[src/rtl/load_buffer.sv]
// In-order load buffer between the ACU and the shared data-memory port.
// Handles one outstanding read at a time and aligns/extends the returned data for CDB writeback.
module load_buffer #(
  parameter int LB_DEPTH  = 4,
  parameter int ROB_IDX_W = 5
) (
  input  logic                         clock,
  input  logic                         reset,
  input  logic                         flush,
  input  logic                         acu_valid,
  input  logic [31:0]                  acu_addr,
  input  logic [1:0]                   acu_size,
  input  logic                         acu_unsigned,
  input  logic [ROB_IDX_W-1:0]         acu_rob_tag,
  output logic                         lb_full,
  output logic [$clog2(LB_DEPTH):0]    lb_count,
  input  logic                         lb_exec_stall,
  output logic                         proc2mem_rd,
  output logic [31:0]                  proc2mem_addr,
  input  logic [3:0]                   mem2proc_response,
  input  logic [3:0]                   mem2proc_tag,
  input  logic [63:0]                  mem2proc_data,
  output logic                         lb_wb_valid,
  output logic [31:0]                  lb_wb_data,
  output logic [ROB_IDX_W-1:0]         lb_wb_rob_tag,
  input  logic                         lb_wr_enable,
  output logic [1:0]                   lb_state
);

  localparam int PTR_W = $clog2(LB_DEPTH);
  localparam int CNT_W = PTR_W + 1;

  localparam logic [1:0] IDLE = 2'd0;
  localparam logic [1:0] WAIT = 2'd1;
  localparam logic [1:0] DONE = 2'd2;

  typedef struct packed {
    logic [31:0]          addr;
    logic [1:0]           size;
    logic                 uns;
    logic [ROB_IDX_W-1:0] rob;
  } entry_t;

  entry_t [LB_DEPTH-1:0] ent_q, ent_d;
  logic [PTR_W-1:0]      head_q, head_d, tail_q, tail_d;
  logic [CNT_W-1:0]      count_q, count_d;
  logic [1:0]            state_q, state_d;
  logic [3:0]            mtag_q, mtag_d;
  logic [31:0]           wb_data_q, wb_data_d;
  logic [ROB_IDX_W-1:0]  wb_rob_q, wb_rob_d;

  entry_t      head_ent;
  logic        enq, pop, mem_rd;
  logic [63:0] shifted;
  logic [31:0] ext_val;

  assign head_ent = ent_q[head_q];

  // Shift the doubleword so the addressed byte lands at bit 0, then extend by size.
  always_comb begin
    shifted = mem2proc_data >> {head_ent.addr[2:0], 3'b000};
    case (head_ent.size)
      2'd0:    ext_val = head_ent.uns ? {24'b0, shifted[7:0]}
                                      : {{24{shifted[7]}}, shifted[7:0]};
      2'd1:    ext_val = head_ent.uns ? {16'b0, shifted[15:0]}
                                      : {{16{shifted[15]}}, shifted[15:0]};
      default: ext_val = shifted[31:0];
    endcase
  end

  always_comb begin
    ent_d     = ent_q;
    head_d    = head_q;
    tail_d    = tail_q;
    state_d   = state_q;
    mtag_d    = mtag_q;
    wb_data_d = wb_data_q;
    wb_rob_d  = wb_rob_q;
    mem_rd    = (state_q == IDLE) && (count_q != '0) && !lb_exec_stall;
    enq       = acu_valid && !lb_full;
    pop       = (state_q == DONE) && lb_wr_enable;

    case (state_q)
      IDLE: if (mem_rd && mem2proc_response != 4'd0) begin
        mtag_d  = mem2proc_response;
        state_d = WAIT;
      end
      WAIT: if (mem2proc_tag == mtag_q && mem2proc_tag != 4'd0) begin
        wb_data_d = ext_val;
        wb_rob_d  = head_ent.rob;
        state_d   = DONE;
      end
      DONE: if (lb_wr_enable) begin
        head_d  = head_q + 1'b1;
        mtag_d  = 4'd0;
        state_d = IDLE;
      end
      default: state_d = IDLE;
    endcase

    if (enq) begin
      ent_d[tail_q] = '{addr: acu_addr, size: acu_size, uns: acu_unsigned, rob: acu_rob_tag};
      tail_d        = tail_q + 1'b1;
    end
    count_d = count_q + CNT_W'(enq) - CNT_W'(pop);

    // Flush wins over everything; a clear latched tag drops the in-flight response.
    if (flush) begin
      head_d  = '0;
      tail_d  = '0;
      count_d = '0;
      state_d = IDLE;
      mtag_d  = 4'd0;
    end
  end

  always_ff @(posedge clock or posedge reset) begin
    if (reset) begin
      ent_q     <= '0;
      head_q    <= '0;
      tail_q    <= '0;
      count_q   <= '0;
      state_q   <= IDLE;
      mtag_q    <= 4'd0;
      wb_data_q <= '0;
      wb_rob_q  <= '0;
    end else begin
      ent_q     <= ent_d;
      head_q    <= head_d;
      tail_q    <= tail_d;
      count_q   <= count_d;
      state_q   <= state_d;
      mtag_q    <= mtag_d;
      wb_data_q <= wb_data_d;
      wb_rob_q  <= wb_rob_d;
    end
  end

  assign lb_full       = (count_q == CNT_W'(LB_DEPTH));
  assign lb_count      = count_q;
  assign proc2mem_rd   = mem_rd;
  assign proc2mem_addr = {head_ent.addr[31:3], 3'b000};
  assign lb_wb_valid   = (state_q == DONE);
  assign lb_wb_data    = wb_data_q;
  assign lb_wb_rob_tag = wb_rob_q;
  assign lb_state      = state_q;

endmodule

[config.mk]
export PLATFORM = sky130hd
export DESIGN_NAME = load_buffer
export DESIGN_NICKNAME = d
export VERILOG_FILES = /design/src/rtl/load_buffer.sv
export SDC_FILE = /design/constraint.sdc
export NUM_CORES = 1
export LEC_CHECK = 0
export CAP_MARGIN = 20
export CORE_MARGIN = 2
export CORE_UTILIZATION = 48
export CTS_BUF_LIST = sky130_fd_sc_hd__clkbuf_16
export DETAILED_ROUTE_END_ITERATION = 7
export HOLD_SLACK_MARGIN = 0.06
export PLACE_DENSITY_LB_ADDON = 0.1
export SLEW_MARGIN = 10
export SYNTH_ARGS = -nofsm -noshare
export SYNTH_HDL_FRONTEND = slang
export SYNTH_SLANG_ARGS = --single-unit
[constraint.sdc]
create_clock -name clock -period 7.1 [get_ports clock]
set_input_delay 1.42 -clock clock [delete_from_list [all_inputs] [get_ports clock]]
set_output_delay 1.42 -clock clock [all_outputs]
set_load 0.01 [all_outputs]
After elaboration in Yosys (flattened, before gate mapping)
Index checks and enable logic that the tools add are counted.
{"block": "totals", "reg_bits": 210, "input_bits": 118, "out_inout_bits": 77, "elab_cells": 84}
{"block": "op_classes", "add_sub_neg": 4, "magnitude_cmp": 3, "eq_ne": 8, "n_shift": 1, "mux": 23, "reduce_logical": 22}
{"operator": "bitwise mux 160 bit", "count": 1}
{"operator": "binary-select mux 40 bit (select 2 bit)", "count": 1}
{"operator": "demux 40 bit (select 2 bit)", "count": 1}
{"operator": "two-way mux 40 bit", "count": 2}
{"operator": "two-way mux 32 bit", "count": 2}
{"operator": "case mux 32 bit (2 select lines)", "count": 1}
{"operator": ">> shifter 64 x 6 -> 32 bit", "count": 1}
{"operator": "two-way mux 2 bit", "count": 9}
{"operator": "two-way mux 4 bit", "count": 3}
{"operator": "case mux 4 bit (2 select lines)", "count": 1}
{"operator": "nonzero test 4 bit", "count": 2}
{"operator": "logical AND 1 bit", "count": 7}
{"operator": "less-than comparator 2 x 3 -> 1 bit (second input constant)", "count": 2}
{"operator": "!= test 3 x 2 -> 1 bit (second input constant)", "count": 2}
{"operator": "case mux 2 bit (3 select lines)", "count": 1}
{"operator": "AND reduction 3 bit", "count": 2}
{"operator": "nonzero test 2 bit", "count": 3}
{"operator": "nonzero test 3 bit", "count": 2}
{"operator": "adder 2 x 1 -> 2 bit (second input constant)", "count": 2}
{"operator": "== test 2 x 1 -> 1 bit (second input constant)", "count": 2}
{"operator": "== test 4 bit", "count": 1}
{"operator": "zero test 2 bit", "count": 2}
{"operator": "AND reduction 2 bit", "count": 2}
{"operator": "adder 3 x 1 -> 3 bit", "count": 1}
{"operator": "other kinds (7)", "count": 8}

Longest topological paths before layout
{"block": "depth", "depth_word": 7, "depth_mapped": 12}

Worst setup path after synthesis
No wires, ideal clock.
{"block": "synth_path", "path_type": "flip-flop to output port", "startpoint": "register head_q[0]", "endpoint": "output proc2mem_addr[13]", "t_arrival_ps": 1967, "path_slack_ps": 3713, "stages_incl_launch_ff": 6, "cell_sequence": "dfrtp_1 buf_6 buf_2 buf_1 mux4_2 buf_4"}
{"element": "from (decl)", "line_no": "45", "rtl": "logic [PTR_W-1:0] head_q, head_d, tail_q, tail_d;"}
{"element": "from (signal assigned)", "line_no": "120", "rtl": "head_q <= '0;"}
{"element": "from (signal assigned)", "line_no": "129", "rtl": "head_q <= head_d;"}
{"element": "to (decl)", "line_no": "19", "rtl": "output logic [31:0] proc2mem_addr,"}

Final worst setup path
{"block": "layout_path", "startpoint": "register head_q[0]", "endpoint": "output proc2mem_addr[15]"}
{"block": "layout_between", "elab_chain_len": 2}
{"element": "binary-select mux 40 bit (select 2 bit)", "line_no": "57", "rtl": "assign head_ent = ent_q[head_q];"}
{"element": "two-way mux 40 bit (not written as such)", "line_no": "57"}
Every way passes these cells. The select of a mux whose other input is x is not followed.

==> impl_metrics.env <==
export IMPL_antenna_found_initial=1
export IMPL_ys_flop_type="dfrtp_1"
export IMPL_synth_xor_area_frac=0.00632
export IMPL_drt_total_wl_mm=25.7
export IMPL_timing_final_crit_share=0.595
export IMPL_cts_hold_fix_buffers=0
export IMPL_placed_area_sq_um=12800
export IMPL_final_antenna_net_count=0
export IMPL_root_buffer="clkbuf_16"
export IMPL_setup_tns_ns=0
export IMPL_dieArea_sq_um=24300
export IMPL_hold_path_class="flip-flop to flip-flop"
export IMPL_synth_adder_area_share=0.00858
export IMPL_required_ns=5.68
export IMPL_io_buffers=191
export IMPL_place_gp_congestion=0.811
export IMPL_cts_made_buffers=23
export IMPL_startpoint_type="flip-flop"
export IMPL_cts_setup_buffers=0
export IMPL_crit_path_end_kind="primary output"
export IMPL_synth_edf_count=0
export IMPL_grt_max_degree=180
export IMPL_ir_drop_mv=0.243
export IMPL_vias=7100
export IMPL_synth_distinct_cells=49
export IMPL_drc=0
export IMPL_die_x_microns=156
export IMPL_clk_latency_ns=0.50
export IMPL_syn_cell_area_sq_um=11100
export IMPL_r2r_slack_ns=3.46
export IMPL_cts_tree="done"
export IMPL_mostFrequentLayoutCells="208 x dfrtp_1, 191 x clkdlybuf4s50_1, 166 x mux2_2"
export IMPL_ys_warnings_count=0
export IMPL_fin_crit_ns=4.23
export IMPL_post_drt_wl_per_cell_microns=20.4
export IMPL_p_leak_uw=0.00572
export IMPL_syn_avg_cell_area_sq_um=13.4
export IMPL_synth_cells=830
export IMPL_coreArea_sq_um=22600
export IMPL_cts_resized=0
export IMPL_synth_area_mux_share=0.339
export IMPL_async_flop_share=1.00
export IMPL_grt_pass1_wl_mm=40.8
export IMPL_crit_arrival_ns=2.81
export IMPL_syn2layout_area_growth_pct=21.7
export IMPL_relSlewSlack=0.263
export IMPL_tightest_slew_ns=1.10
export IMPL_clk_path_buf_depth=3
export IMPL_fin_skew_ns=0.0172
export IMPL_clkTransAtPathRegs_ns=0.06
export IMPL_grt_pass1_vias=7329
export IMPL_layout_drive_gt1_share=0.278
export IMPL_synth_seq_area_share=0.474
export IMPL_finalHoldViolCount=0
export IMPL_critPathKind="flip-flop to primary output"
export IMPL_drv_slew=0
export IMPL_viasPerCell=5.62
export IMPL_outcome="finished, final reports clean"
export IMPL_rows=55
export IMPL_htreeDepth=1
export IMPL_mostFrequentLayoutCell="dfrtp_1"
export IMPL_drt_iter0_drc=328
export IMPL_synthSimpleGateAreaFrac=0.0434
export IMPL_cts_sinks=210
export IMPL_die_y_microns=156
export IMPL_ys_ff_latch=210
export IMPL_synth_compound_area_frac=0.0649
export IMPL_setup_violations=0
export IMPL_p_per_area_nw_per_um2=394
export IMPL_antenna_cells=0
export IMPL_rsz0062_at_grt="no"
export IMPL_nets=1089
export IMPL_finalInstanceArea_sq_um=13500
export IMPL_cp_max_fo=34
export IMPL_max_cap_violations=0
export IMPL_drt_first_pass_iters=4
export IMPL_synth_top_family_by_area="multiplexers"
export IMPL_dp_hpwl_mm=16.6
export IMPL_grt_usage=0.214
export IMPL_fmax_mhz=237
export IMPL_start_util=0.489
export IMPL_grt_overflow=0
export IMPL_ios=195
[critical path: stages (launching register included)]
cell	delay (ns)
dfrtp_2	0.55
buf_4	0.64
mux4_2	0.58
clkdlybuf4s50_1	0.53
[cells in the mapped netlist, types with 6 or more instances]
cell / n / share of area
a21oi_1: 9 / 0.0041
a31oi_1: 8 / 0.0045
a41oi_2: 11 / 0.016
buf_2: 8 / 0.0036
buf_4: 34 / 0.023
buf_6: 16 / 0.016
clkbuf_1: 30 / 0.010
dfrtp_1: 210 / 0.47
ha_1: 6 / 0.0068
inv_1: 19 / 0.0064
mux2_2: 166 / 0.17
mux2i_1: 96 / 0.087
mux4_2: 41 / 0.083
nand2_1: 10 / 0.0034
nand3b_1: 8 / 0.0054
nor2_1: 50 / 0.017
nor3_1: 8 / 0.0036
o211ai_1: 15 / 0.010
o21ai_0: 18 / 0.0081
o22ai_1: 10 / 0.0056
o32ai_1: 6 / 0.0047
xnor2_1: 6 / 0.0047
[where the power goes]
| group | total (uW) | leakage [uW] | internal (uW) | switching, uW |
|---|---|---|---|---|
| Clock | 1040 | 0.000344 | 582 | 462 |
| Sequential | 1990 | 0.00260 | 1740 | 259 |
| Combinational | 2270 | 0.00278 | 1270 | 1000 |
[through the flow]
stage,total power [uW],util,hold slack [ns],cells,worst slack [ns]
floorplan,3690,-,0.474,832,2.95
global placement,4260,0.567,0.481,1224,2.97
detailed placement,4300,0.567,0.487,1224,2.92
CTS,5370,0.596,0.500,1263,2.77
global route,5640,0.596,0.501,1263,2.68
finish,5310,0.596,0.497,1263,2.87
[final cells by class]
| type | instances | area (sq um) |
|---|---|---|
| clock buffers | 23 | 576 |
| fillers | 1820 | 9150 |
| flip-flops and latches | 210 | 5260 |
| well taps | 285 | 357 |
| inverters | 19 | 75.1 |
| repair buffers | 202 | 2010 |
| clock inverters | 16 | 67.6 |
| multi-input cells | 508 | 5150 |
[kinds of logic after synthesis]
group                      Yosys count
adders and majority gates            7
AOI/OAI and AO/OA                   90
buffers and inverters              114
other                                1
xor gates and xnor gates             8
and+or+nand+nor                     97
muxes                              303
DFF                                210
[layer usage]
| metal | routed length (microns) | track usage | up-vias | share of wire |
|---|---|---|---|---|
| li1 | - | - | 3289 | - |
| met1 | 11000 | 0.283 | 3566 | 0.43 |
| met2 | 12500 | 0.365 | 221 | 0.49 |
| met3 | 1780 | 0.0464 | 22 | 0.069 |
| met4 | 394 | 0.0446 | 2 | 0.015 |
| met5 | 7 | 0 | - | 0.00027 |
[worst paths after layout]
path | depth (start not counted) | from | endpoint
worst max-delay path | 3 | head_q[0] | proc2mem_addr[15]
worst min-delay path | 1 | ent_q[121] | ent_q[121]
worst max register to register | 6 | head_q[0] | lb_wb_data[16]
worst min register to register | 1 | ent_q[121] | ent_q[121]
max in group asynchronous | 3 | reset | head_q[0]
min in group asynchronous | 2 | reset | mtag_q[1]
[state kept, by name, summed over array words and instances (netlist names)]
name           cells
head_q             2
tail_q             2
lb_count           3
lb_state           2
lb_wb_data        32
lb_wb_rob_tag      5
ent_q            160
mtag_q             4
No activity file was read; power rests on OpenSTA's default activity.
==> edit: new RTL, same settings <==
`wb_data_q` no longer has a reset.
--- a/src/rtl/load_buffer.sv
+++ b/src/rtl/load_buffer.sv
@@ -122,7 +122,6 @@
       count_q   <= '0;
       state_q   <= IDLE;
       mtag_q    <= 4'd0;
-      wb_data_q <= '0;
       wb_rob_q  <= '0;
     end else begin
       ent_q     <= ent_d;
@@ -131,9 +130,12 @@
       count_q   <= count_d;
       state_q   <= state_d;
       mtag_q    <= mtag_d;
-      wb_data_q <= wb_data_d;
       wb_rob_q  <= wb_rob_d;
     end
+  end
+
+  always_ff @(posedge clock) begin
+    wb_data_q <= wb_data_d;
   end
 
   assign lb_full       = (count_q == CNT_W'(LB_DEPTH));
Function: differs if reset is asserted again (counterexample within 4 cycles, from zero or initial values and one cycle with reset high); with reset held inactive, the same outputs for 4 cycles.
==> edit against the unedited design <==
  * Critical path type is now in -> out
  * Clock skew shrank 0.0065 ns
  * Sequential cell count is the same
  * Setup slack lost 0.11 ns
  * Highest routed layer unchanged
  * Design area shrank 2.6%
  * Total power shrank 6.7%
  * Synthesized area shrank 4.3%
  * Maximum frequency shrank 2.6%
  * Largest cell class unchanged
  * Wire length shrank 3.3%
  * Critical path depth is the same
==> edit: results (changes against the unedited design) <==
| Metric | Value |
|---|---|
| CP max FO | `3 (-91%)` |
| Crit path to | `proc2mem_rd` |
| Top cells by area, synth | `dfrtp_1 (42%), mux2_2 (18%), mux4_2 (10%)` |
| First-pass GRT wire length | `40,400 µm (-1.2%)` |
| Post-synth cell types | `44 (-10%)` |
| Sequential area share after synthesis | `51.1% (+3.7 points)` |
| Rel. slew slack | `32.1% (+5.8 points)` |
| Tot GR Track Use | `21.4% (+0.025 points)` |
| Mapped Cells | `745 (-10%)` |
| Vias in the first global route | `7,326 (-0.041%)` |
| Post-synth EDFFs | `32 (+32)` |
| WP data arrival | `2.92 ns (+0.11 ns)` |
| Placed insts | `1,146 (-6.4%)` |
| Worst Setup SP | `lb_exec_stall` |
| RR Endpoint | `lb_wb_data[26]` |
| Setup Fix Bufs, Post-CTS | `0 (unchanged)` |
| Crit path time final | `4.34 ns (+0.115 ns)` |
| R2R Path Start | `head_q[1]` |
| R2R Setup Slk | `2.88 ns (-0.58 ns)` |
| Final Wtd Congestion | `0.874 (+7.7%)` |
| Warnings, synthesis | `0 (unchanged)` |
| Pre-CTS setup slack | `2.74 ns (-0.179 ns)` |
| Routed WL | `24,900 µm (-3.3%)` |
| Commonest cells in the netlist | `dfrtp_1 (178), mux2_2 (173), mux2i_1 (48), mux4_2 (48), buf_4 (33)` |
| Routed via count | `6,830 (-3.8%)` |
| Vias per cell | `5.77 (+2.7%)` |
| Status | `finished, final reports clean` |
| Synth async-reset ratio | `84.8% (-15 points)` |
| Share of cells above drive strength 1 | `30.0% (+2.2 points)` |
| Final net count | `1,017 (-6.6%)` |
| Largest net degree at the start of global routing | `70 (-61%)` |
| Worst path slowest cell | `clkdlybuf4s50_1` |
| Initial DRC Count | `384 (+17%)` |
[edit: cell types whose count changed in the layout (fill, tap and decap cells not counted), moves of 13 or more]
cell | before | now
mux2i_1 | 96 | 48
nor2_1 | 50 | 13
dfrtp_1 | 208 | 176
edfxtp_1 | 0 | 32
o2111ai_1 | 0 | 15
o211ai_1 | 15 | 0
nand2_1 | 6 | 20
o21ai_0 | 18 | 4
o21ai_1 | 0 | 13
[edit: worst min-delay path by stage]
stage               slack (ns)       start    endpoint  cells after the start
finish                    0.50  ent_q[150]  ent_q[150]                      1
global route              0.51   ent_q[67]   ent_q[67]                      1
CTS                       0.50   ent_q[66]   ent_q[66]                      1
detailed placement        0.49   ent_q[66]   ent_q[66]                      1
global placement          0.48  ent_q[112]  ent_q[112]                      1
floorplan                 0.47  ent_q[100]  ent_q[100]                      1
[edit: worst max-delay path, delay by kind of cell]
| kind | cells | cell delay (ns) |
|---|---|---|
| buf+inv | 2 | 1.04 |
| simple gates | 1 | 0.47 |
[edit: layout make-up]
type / instances / share of cell area, %
Clock buffer: 23 / 4.38
Sequential cell: 210 / 41.3
Timing Repair Buffer: 202 / 15.2
Multi-Input combinational cell: 434 / 35.2
Clock inverter: 13 / 0.629
Tap cell: 280 / 2.67
Inverter: 21 / 0.638
[edit: kinds of logic (layout without fill, tap and decap cells)]
family	Yosys count	in the layout	share of synthesized area, %
AO/OA/AOI/OAI	72	72	5.12
XOR/XNOR	8	8	0.661
buffers and inverters	103	259	5.42
flip-flops	210	210	51.1
adder cells (fa/ha/maj)	7	7	0.897
other	1	3	0.0354
multiplexers	270	270	33.3
AND/OR/NAND/NOR	74	74	3.45
[edit: through the flow]
step                total power (W)  cell area [µm²]
floorplan                   0.00342            10600
global placement            0.00379            12500
detailed placement          0.00392            12500
CTS                         0.00501            13100
global route                0.00525            13100
finish                      0.00495            13100
[edit: where the power goes]
| part | internal (W) | switching, W | leakage, nW | total (W) |
|---|---|---|---|---|
| Sequential | 0.00174 | 0.000232 | 2.48 | 0.00197 |
| Combinational | 0.00108 | 0.000838 | 2.56 | 0.00192 |
| Clock | 0.000616 | 0.000446 | 0.337 | 0.00106 |
| Total | 0.00344 | 0.00152 | 5.39 | 0.00495 |
[edit: routing by layer]
metal	GRT usage, %	wire length (µm)	part of all wire [%]
met4	4.81	446	1.8
met3	5.18	1750	7.0
met5	0	10	0.040
met1	28.4	10200	41
met2	36.1	12500	50
